==> src/rtl/score_tracker.sv <==
// -----------------------------------------------------------------------------
// score_tracker
//
// Converts raw play events (target hits, collisions, start button) into the
// score / game-over information consumed by the master state machine. It keeps
// a lives counter with a post-collision immunity window and, optionally, a
// session high score.
//
// Optional feature macro: SCORE_TRACKER_HISCORE_EN
//   defined   -> High_score is a register holding the best score of the session
//   undefined -> High_score is tied to 4'd0
//
// Ports:
//   CLK           in   system clock
//   RESET_N       in   asynchronous active-low reset
//   Master_state  in   [1:0] 00 IDLE, 01 PLAY, 10 WIN, 11 OVER
//   Target_hit    in   level, high while head overlaps the target
//   Collision     in   level, high while head overlaps a wall or body
//   Start         in   debounced start/restart button
//   Current_score out  [3:0] registered score
//   Game_over     out  registered, high once lives are exhausted
//   Lives_left    out  [1:0] registered remaining lives
//   Score_event   out  one-cycle pulse on each score increment
//   High_score    out  [3:0] best score of the session
// -----------------------------------------------------------------------------
module score_tracker #(
   parameter int WIN_SCORE      = 10,
   parameter int LIVES          = 3,
   parameter int HOLDOFF_CYCLES = 50_000_000
) (
   input  logic       CLK,
   input  logic       RESET_N,
   input  logic [1:0] Master_state,
   input  logic       Target_hit,
   input  logic       Collision,
   input  logic       Start,
   output logic [3:0] Current_score,
   output logic       Game_over,
   output logic [1:0] Lives_left,
   output logic       Score_event,
   output logic [3:0] High_score
);

   localparam logic [3:0]  WIN4   = 4'(WIN_SCORE);
   localparam logic [1:0]  LIVES2 = 2'(LIVES);
   localparam logic [25:0] HOLD26 = 26'(HOLDOFF_CYCLES);

   localparam logic [1:0] ST_IDLE = 2'b00;
   localparam logic [1:0] ST_PLAY = 2'b01;

   // Previous-sample registers for the rising-edge detectors
   logic r_target_prev;
   logic r_coll_prev;
   logic r_start_prev;

   logic [3:0]  r_score;
   logic [1:0]  r_lives;
   logic        r_game_over;
   logic [25:0] r_holdoff;
   logic        r_score_event;

   logic [3:0]  w_score_next;
   logic [1:0]  w_lives_next;
   logic        w_game_over_next;
   logic [25:0] w_holdoff_next;
   logic        w_score_event_next;

   logic w_target_ev;
   logic w_coll_ev;
   logic w_start_ev;

   assign w_target_ev = Target_hit & ~r_target_prev;
   assign w_coll_ev   = Collision  & ~r_coll_prev;
   assign w_start_ev  = Start      & ~r_start_prev;

   always_comb begin
      w_score_next       = r_score;
      w_lives_next       = r_lives;
      w_game_over_next   = r_game_over;
      w_holdoff_next     = r_holdoff;
      w_score_event_next = 1'b0;

      if (Master_state == ST_IDLE) begin
         w_score_next     = 4'd0;
         w_lives_next     = LIVES2;
         w_game_over_next = 1'b0;
         w_holdoff_next   = 26'd0;
      end else if (Master_state == ST_PLAY) begin
         if (r_holdoff != 26'd0) begin
            w_holdoff_next = r_holdoff - 26'd1;
         end
         if (w_coll_ev) begin
            // A collision edge always swallows a same-edge target edge,
            // whether or not the collision itself is accepted.
            if (r_holdoff == 26'd0 && r_lives != 2'd0) begin
               w_lives_next   = r_lives - 2'd1;
               w_holdoff_next = HOLD26;
               if (r_lives == 2'd1) begin
                  w_game_over_next = 1'b1;
               end
            end
         end else if (w_target_ev && r_score < WIN4) begin
            w_score_next       = r_score + 4'd1;
            w_score_event_next = 1'b1;
         end
      end else begin
         // WIN / OVER: state frozen, only a restart is honoured
         if (w_start_ev) begin
            w_score_next     = 4'd0;
            w_lives_next     = LIVES2;
            w_game_over_next = 1'b0;
            w_holdoff_next   = 26'd0;
         end
      end
   end

   always_ff @(posedge CLK or negedge RESET_N) begin
      if (!RESET_N) begin
         r_target_prev <= 1'b0;
         r_coll_prev   <= 1'b0;
         r_start_prev  <= 1'b0;
         r_score       <= 4'd0;
         r_lives       <= LIVES2;
         r_game_over   <= 1'b0;
         r_holdoff     <= 26'd0;
         r_score_event <= 1'b0;
      end else begin
         r_target_prev <= Target_hit;
         r_coll_prev   <= Collision;
         r_start_prev  <= Start;
         r_score       <= w_score_next;
         r_lives       <= w_lives_next;
         r_game_over   <= w_game_over_next;
         r_holdoff     <= w_holdoff_next;
         r_score_event <= w_score_event_next;
      end
   end

   assign Current_score = r_score;
   assign Game_over     = r_game_over;
   assign Lives_left    = r_lives;
   assign Score_event   = r_score_event;

`ifdef SCORE_TRACKER_HISCORE_EN
   logic [3:0] r_high_score;
   logic       w_hs_update;

   // Capture on the edge where the game ends, either by losing the last life
   // or by reaching the winning score.
   assign w_hs_update = (w_game_over_next & ~r_game_over) |
                        ((w_score_next == WIN4) & (r_score != WIN4));

   always_ff @(posedge CLK or negedge RESET_N) begin
      if (!RESET_N) begin
         r_high_score <= 4'd0;
      end else if (w_hs_update && (w_score_next > r_high_score)) begin
         r_high_score <= w_score_next;
      end
   end

   assign High_score = r_high_score;
`else
   assign High_score = 4'd0;
`endif

endmodule

==> config.mk <==
export PLATFORM = sky130hd
export DESIGN_NAME = score_tracker
export DESIGN_NICKNAME = d
export VERILOG_FILES = /design/src/rtl/score_tracker.sv
export SDC_FILE = /design/constraint.sdc
export NUM_CORES = 1
export LEC_CHECK = 0
export BUFFER_PORTS_ARGS = -buffer_cell sky130_fd_sc_hd__buf_2
export CAP_MARGIN = 10
export CORE_ASPECT_RATIO = 1.25
export CORE_MARGIN = 3
export CORE_UTILIZATION = 53
export DETAILED_ROUTE_END_ITERATION = 10
export HOLD_SLACK_MARGIN = 0.05
export PLACE_DENSITY_LB_ADDON = 0.05
export SETUP_SLACK_MARGIN = 0.3
export SLEW_MARGIN = 30
export SYNTH_ARGS = -nofsm -noshare
export SYNTH_HDL_FRONTEND = slang
export SYNTH_SLANG_ARGS = --single-unit
==> constraint.sdc <==
create_clock -name CLK -period 2 [get_ports CLK]
set_input_delay 0.4 -clock CLK [delete_from_list [all_inputs] [get_ports CLK]]
set_output_delay 0.4 -clock CLK [all_outputs]
set_load 0.05 [all_outputs]
Word-level counts from Yosys, hierarchy flattened
Cells that the tools add are included.

storage, ports and cells
  input port bits = 7
  output and inout port bits = 12
  latch bits = 0
  memories kept = 0
  memory bits (writable) = 0
  bits in registers = 37
  word-level logic and storage cells = 61
  bits in read-only memories = 0

operators by class
  order comparisons = 1
  shift operators = 0
  multiplexer cells = 26
  bitwise operators = 6
  reduce and logical (&&, ||, !) cells = 10
  multipliers = 0
  div/mod/pow operators = 0
  equality and inequality tests = 7
  $add $sub $neg = 3

operator list
  cell                                                                   count
  26-bit 2-to-1 mux                                                      6
  26-bit zero test                                                       1
  26-bit nonzero test                                                    1
  26-bit by 1-bit subtractor with 26-bit output (second input constant)  1
  4-bit 2-to-1 mux                                                       5
  1-bit 2-to-1 mux                                                       10
  2-bit 2-to-1 mux                                                       5
  3-bit by 2-bit != test with 1-bit output (second input constant)       3
  3-bit != test (second input constant)                                  2
  3-bit AND reduction                                                    2
  4-bit by 1-bit adder with 4-bit output (second input constant)         1
  2-bit by 1-bit == test with 1-bit output (second input constant)       2
  4-bit < comparator (second input constant)                             1
  4-bit AND reduction                                                    1
  1-bit bitwise AND                                                      3
  1-bit inverter                                                         3
  3-bit nonzero test                                                     1
  1-bit logical AND                                                      2
  2-bit zero test                                                        1
  2-bit nonzero test                                                     1
  2-bit by 1-bit subtractor with 2-bit output (second input constant)    1

Logic depth before layout (Yosys ltp)
  word-level depth = 7
  gate-level depth with buffers = 9
  mapped depth without buffers = 8

Worst setup path before layout
OpenSTA, ideal clock, no wires.

  path kind = register -> register
  start point = register r_holdoff[0]
  end point = register r_holdoff[3]
  buffers on the path = 1
  period minus slack after synthesis = 2.147 ns
  path slack = -0.147 ns
  stages on the path, launching flop included = 9
  arrival time = 2.026 ns
  setup time = 0.121 ns
  cell sequence = dfrtp_1 -> inv_1 -> ha_1 -> or4b_4 -> nor4_4 -> a21o_2 -> buf_6 -> nor2_1 -> a22o_1

between the ends
  longest elaborated chain between the ends = 6
  elaborated cells between the ends (all ways) = 9
  those cells by class = add/sub: 1; mux: 5; reduce/logical: 3

RTL lines
  element                                                                line    RTL
  from (decl)                                                            59      logic [25:0] r_holdoff;
  from (signal assigned)                                                 134     r_holdoff <= w_holdoff_next;
  26-bit by 1-bit subtractor with 26-bit output (tied with other cells)  90      w_holdoff_next = r_holdoff - 26'd1;
  26-bit 2-to-1 mux or 1-bit logical AND (tied branches)                 89, 95
  26-bit 2-to-1 mux                                                      95      if (r_holdoff == 26'd0 && r_lives != 2'd0) begin
  26-bit 2-to-1 mux (*)                                                  92      if (w_coll_ev) begin
  26-bit 2-to-1 mux (*)                                                  88      end else if (Master_state == ST_PLAY) begin
  26-bit 2-to-1 mux (*)                                                  83      if (Master_state == ST_IDLE) begin

Mark *: on every way between the ends. The rest lies on a longest branch, timed or not.
A chain may end at the register's enable or synchronous reset.

Worst setup path after layout
  start point = register r_holdoff[1]
  end point = register r_holdoff[12]

Same word-level chain as after synthesis.

==> results.py <==
metrics = {
    "yosys": {
        "ys_warn_count": 0,
        "synth_edf_count": 0,
        "synth_ff_type": "dfrtp_1",
        "synth_cell_type_count": 49,
        "synth_xor_area_share_pct": 0.408,
        "synthTopCellsByCount": "dfrtp_1 (35), o21ai_0 (31), nor2_1 (21)",
        "syn_avg_cell_area_um2": 9.02,
        "synthArstFlopShare_pct": 100,
        "synth_most_common_cell": "dfrtp_1",
        "synth-adder-area-share_pct": 2.33,
        "yosysSeqAreaShare_pct": 43.2,
        "synth_top_area_share_pct": 40.8,
        "synth_seq_cells": 37,
        "synth_compound_area_share_pct": 24.7,
        "synth_area_um2": 2150,
        "ys_top_cells_by_area": "dfrtp_1 (41%), o21ai_0 (7.2%), a21oi_1 (4.4%), nor2_1 (3.7%), o211ai_1 (3.1%)",
        "synthMuxAreaShare_pct": 0.991,
        "yosysTopAreaCell": "dfrtp_1",
        "synth_simple_gate_area_share_pct": 24.0,
        "synth_top_family_by_area": "compound AO/OA/AOI/OAI gates",
        "syn_inst": 238,
    },
    "worst_setup_path": {
        "r2r_start": "r_holdoff[1]",
        "cp_data_required_time_ns": 2.20,
        "r2r_slack_ns": -0.21,
        "crit_arrival_ns": 2.41,
        "end_kind": "flop",
        "crit_family": "simple AND/OR/NAND/NOR gates",
        "reg2reg_depth": 9,
        "worstSetupPathType": "reg -> reg",
        "crit_chain": "inv_2 > ha_4 > or4b_4 > buf_4 > nor3_4 > and3_4 > nand4_1 > buf_6 > o211ai_1",
        "path_max_fanout": 5,
        "rr_endpoint": "r_holdoff[12]",
        "slowest_delay_ns": 0.49,
        "startpoint_type": "flop",
        "worst-path-buf-inv": 3,
        "cpMaxStageDelayCell": "or4b_4",
    },
    "grt": {
        "antenna_found_initial": 0,
        "grt_overflow": 0,
        "gr-usage-all-layers_pct": 25.6,
        "grt_pass1_vias": 2068,
        "grt_max_degree": 21,
        "grt_first_pass_wirelength_um": 9800,
    },
    "clocking": {
        "cts_buffer_depth": 2,
        "cts.clk_slew.worst_paths_ns": 0.07,
        "cts_tree": "yes",
        "insertion_delay_ns": 0.30,
        "cts_buffers": 5,
        "htree_levels": 2,
        "clock-sinks": 37,
        "cts-root-buf": "clkbuf_8",
    },
    "die": {
        "core_area_um2": 3850,
        "die-width_um": 62.9,
        "die_area_um2": 4860,
        "fp.dieH_um": 77.2,
        "rows": 25,
        "pin_count": 19,
        "start_util_pct": 55.8,
    },
    "sta": {
        "finalSetupTns_ns": -4.06,
        "setup_viol": 29,
        "finalHoldViolCount": 0,
        "min_period_over_period_pct": 110,
        "max_freq_ghz": 0.453,
        "relSlewSlack_pct": 55.5,
        "final_max_slew_viol_count": 0,
        "fin_skew_ns": 0.0113,
        "timing.final.ws_setup_ns": -0.207,
        "grt_setup_unrepaired": "true",
        "worst_pin_slew_ns": 0.668,
        "finalCriticalPeriod_ns": 2.21,
    },
    "drt": {
        "met2_length_um": 2970,
        "highest_layer": "met4",
        "wl_met1_um": 2550,
        "routed_via_density": 5.80,
        "dr.pass1.iters": 4,
        "drtIter0Drc": 159,
        "avgRoutedWirePerCell_um": 15.9,
        "drc": 0,
        "dr_wl_met3_um": 323,
        "ant_nets": 0,
        "vias": 2165,
        "wirelength_um": 5920,
    },
    "min_path": {
        "worst_hold_startpoint": "Target_hit",
        "hold_class": "in -> reg",
        "hold_depth": 1,
        "hold_end": "r_target_prev",
    },
    "power_and_ir_drop": {
        "p_leak_nw": 1.40,
        "power_density_nw_per_um2": 1820,
        "peakVddDrop_uv": 1010,
        "power_mw": 5.51,
    },
    "place": {
        "place_congestion": 0.918,
        "io_buffer_count": 14,
        "place_area_um2": 2730,
        "dpl.hpwl_um": 4220,
    },
    "finish": {
        "syn_to_final_growth_pct": 40.9,
        "drive_above_1_share_pct": 39.5,
        "postLayoutCoreUtil_pct": 78.6,
        "final_area_um2": 3030,
        "nNetsFinal": 329,
        "n_antenna_cell": 0,
    },
    "flow_run": {
        "cap_violations": 0,
    },
    "outcome": {
        "violations": "setup timing",
        "run_status": "finished with violations",
    },
}
==> worst max path at each step <==
| stage | from | endpoint | depth (start not counted) |
|---|---|---|---|
| final | r_holdoff[1] | r_holdoff[12] | 9 |
| after global routing | r_holdoff[1] | r_holdoff[16] | 9 |
| after CTS | r_holdoff[1] | r_holdoff[18] | 9 |
| after detailed placement | r_holdoff[0] | r_holdoff[18] | 9 |
| after global placement | r_holdoff[0] | r_holdoff[18] | 9 |
| after floorplan | r_holdoff[0] | r_holdoff[3] | 8 |
==> final cells by class <==
class,count,area [um2]
clock buffers,7,86.3
multi-input cells,186,1270
flip-flops and latches,37,928
fillers,272,822
inverters,8,30.0
repair buffers,80,608
well taps,54,67.6
clock inverters,1,30.0
==> state kept, by name, indices dropped and copies added, names as in the netlist <==
signal and flops:
Current_score 4, Game_over 1, Lives_left 2, Score_event 1, r_coll_prev 1, r_holdoff 26, r_start_prev 1, r_target_prev 1
==> repair_timing <==
action / in CTS / in global routing
pin swaps: 4 / 10
setup endpoints to repair: 29 / 29
cloned: 1 / 0
hold buffers: 1 / 0
buffers inserted: 0 / 5
endpoints found under the hold margin: 11 / 0
gates resized for setup: 22 / 16
==> cells by family (layout without fill, tap and decap cells) <==
kind of cell | Yosys count | count (layout)
buffers and inverters | 18 | 96
other | 1 | 4
AO/OA/AOI/OAI | 86 | 86
flip-flops | 37 | 37
XOR/XNOR | 1 | 1
adder cells (fa/ha/maj) | 4 | 4
AND/OR/NAND/NOR | 89 | 89
multiplexers | 2 | 2
==> power by group <==
part           leakage, nW  internal [mW]  total (mW)  switching [mW]
Clock               0.0585          0.407       0.679           0.272
Combinational        0.846           1.76        3.66            1.90
Sequential           0.492          0.962        1.17           0.208
==> cell usage in the layout (no fill, tap or decap), types with 3 or more instances in the layout <==
cell,count
buf_6,4
a31oi_1,9
buf_4,59
nor2_1,19
a22o_1,3
buf_2,14
nand4_1,4
o211ai_1,9
a21oi_1,11
nand3_1,7
nor3_1,10
conb_1,4
nand2_1,15
o21ai_0,17
clkbuf_8,6
inv_1,6
nor4_1,3
or3_1,3
dfrtp_1,35
o21ai_1,16
a21oi_2,8
ha_1,3
o311ai_2,3
==> per-stage QoR <==
step / std cells / hold slack, ns / setup slack, ns
global route: 373 / 0.215 / -0.283
detailed placement: 358 / 0.356 / -0.174
CTS: 368 / 0.219 / -0.154
finish: 373 / 0.222 / -0.207
floorplan: 241 / 0.104 / -0.137
global placement: 358 / 0.357 / -0.149
==> metal layers <==
layer / track usage, % / vias to the layer above
li1: - / 1043
met1: 33.0 / 1043
met2: 42.9 / 72
met3: 5.12 / 7
met4: 7.95 / 0
met5: 0 / -
Note: power is estimated with default switching activity, not from simulation.
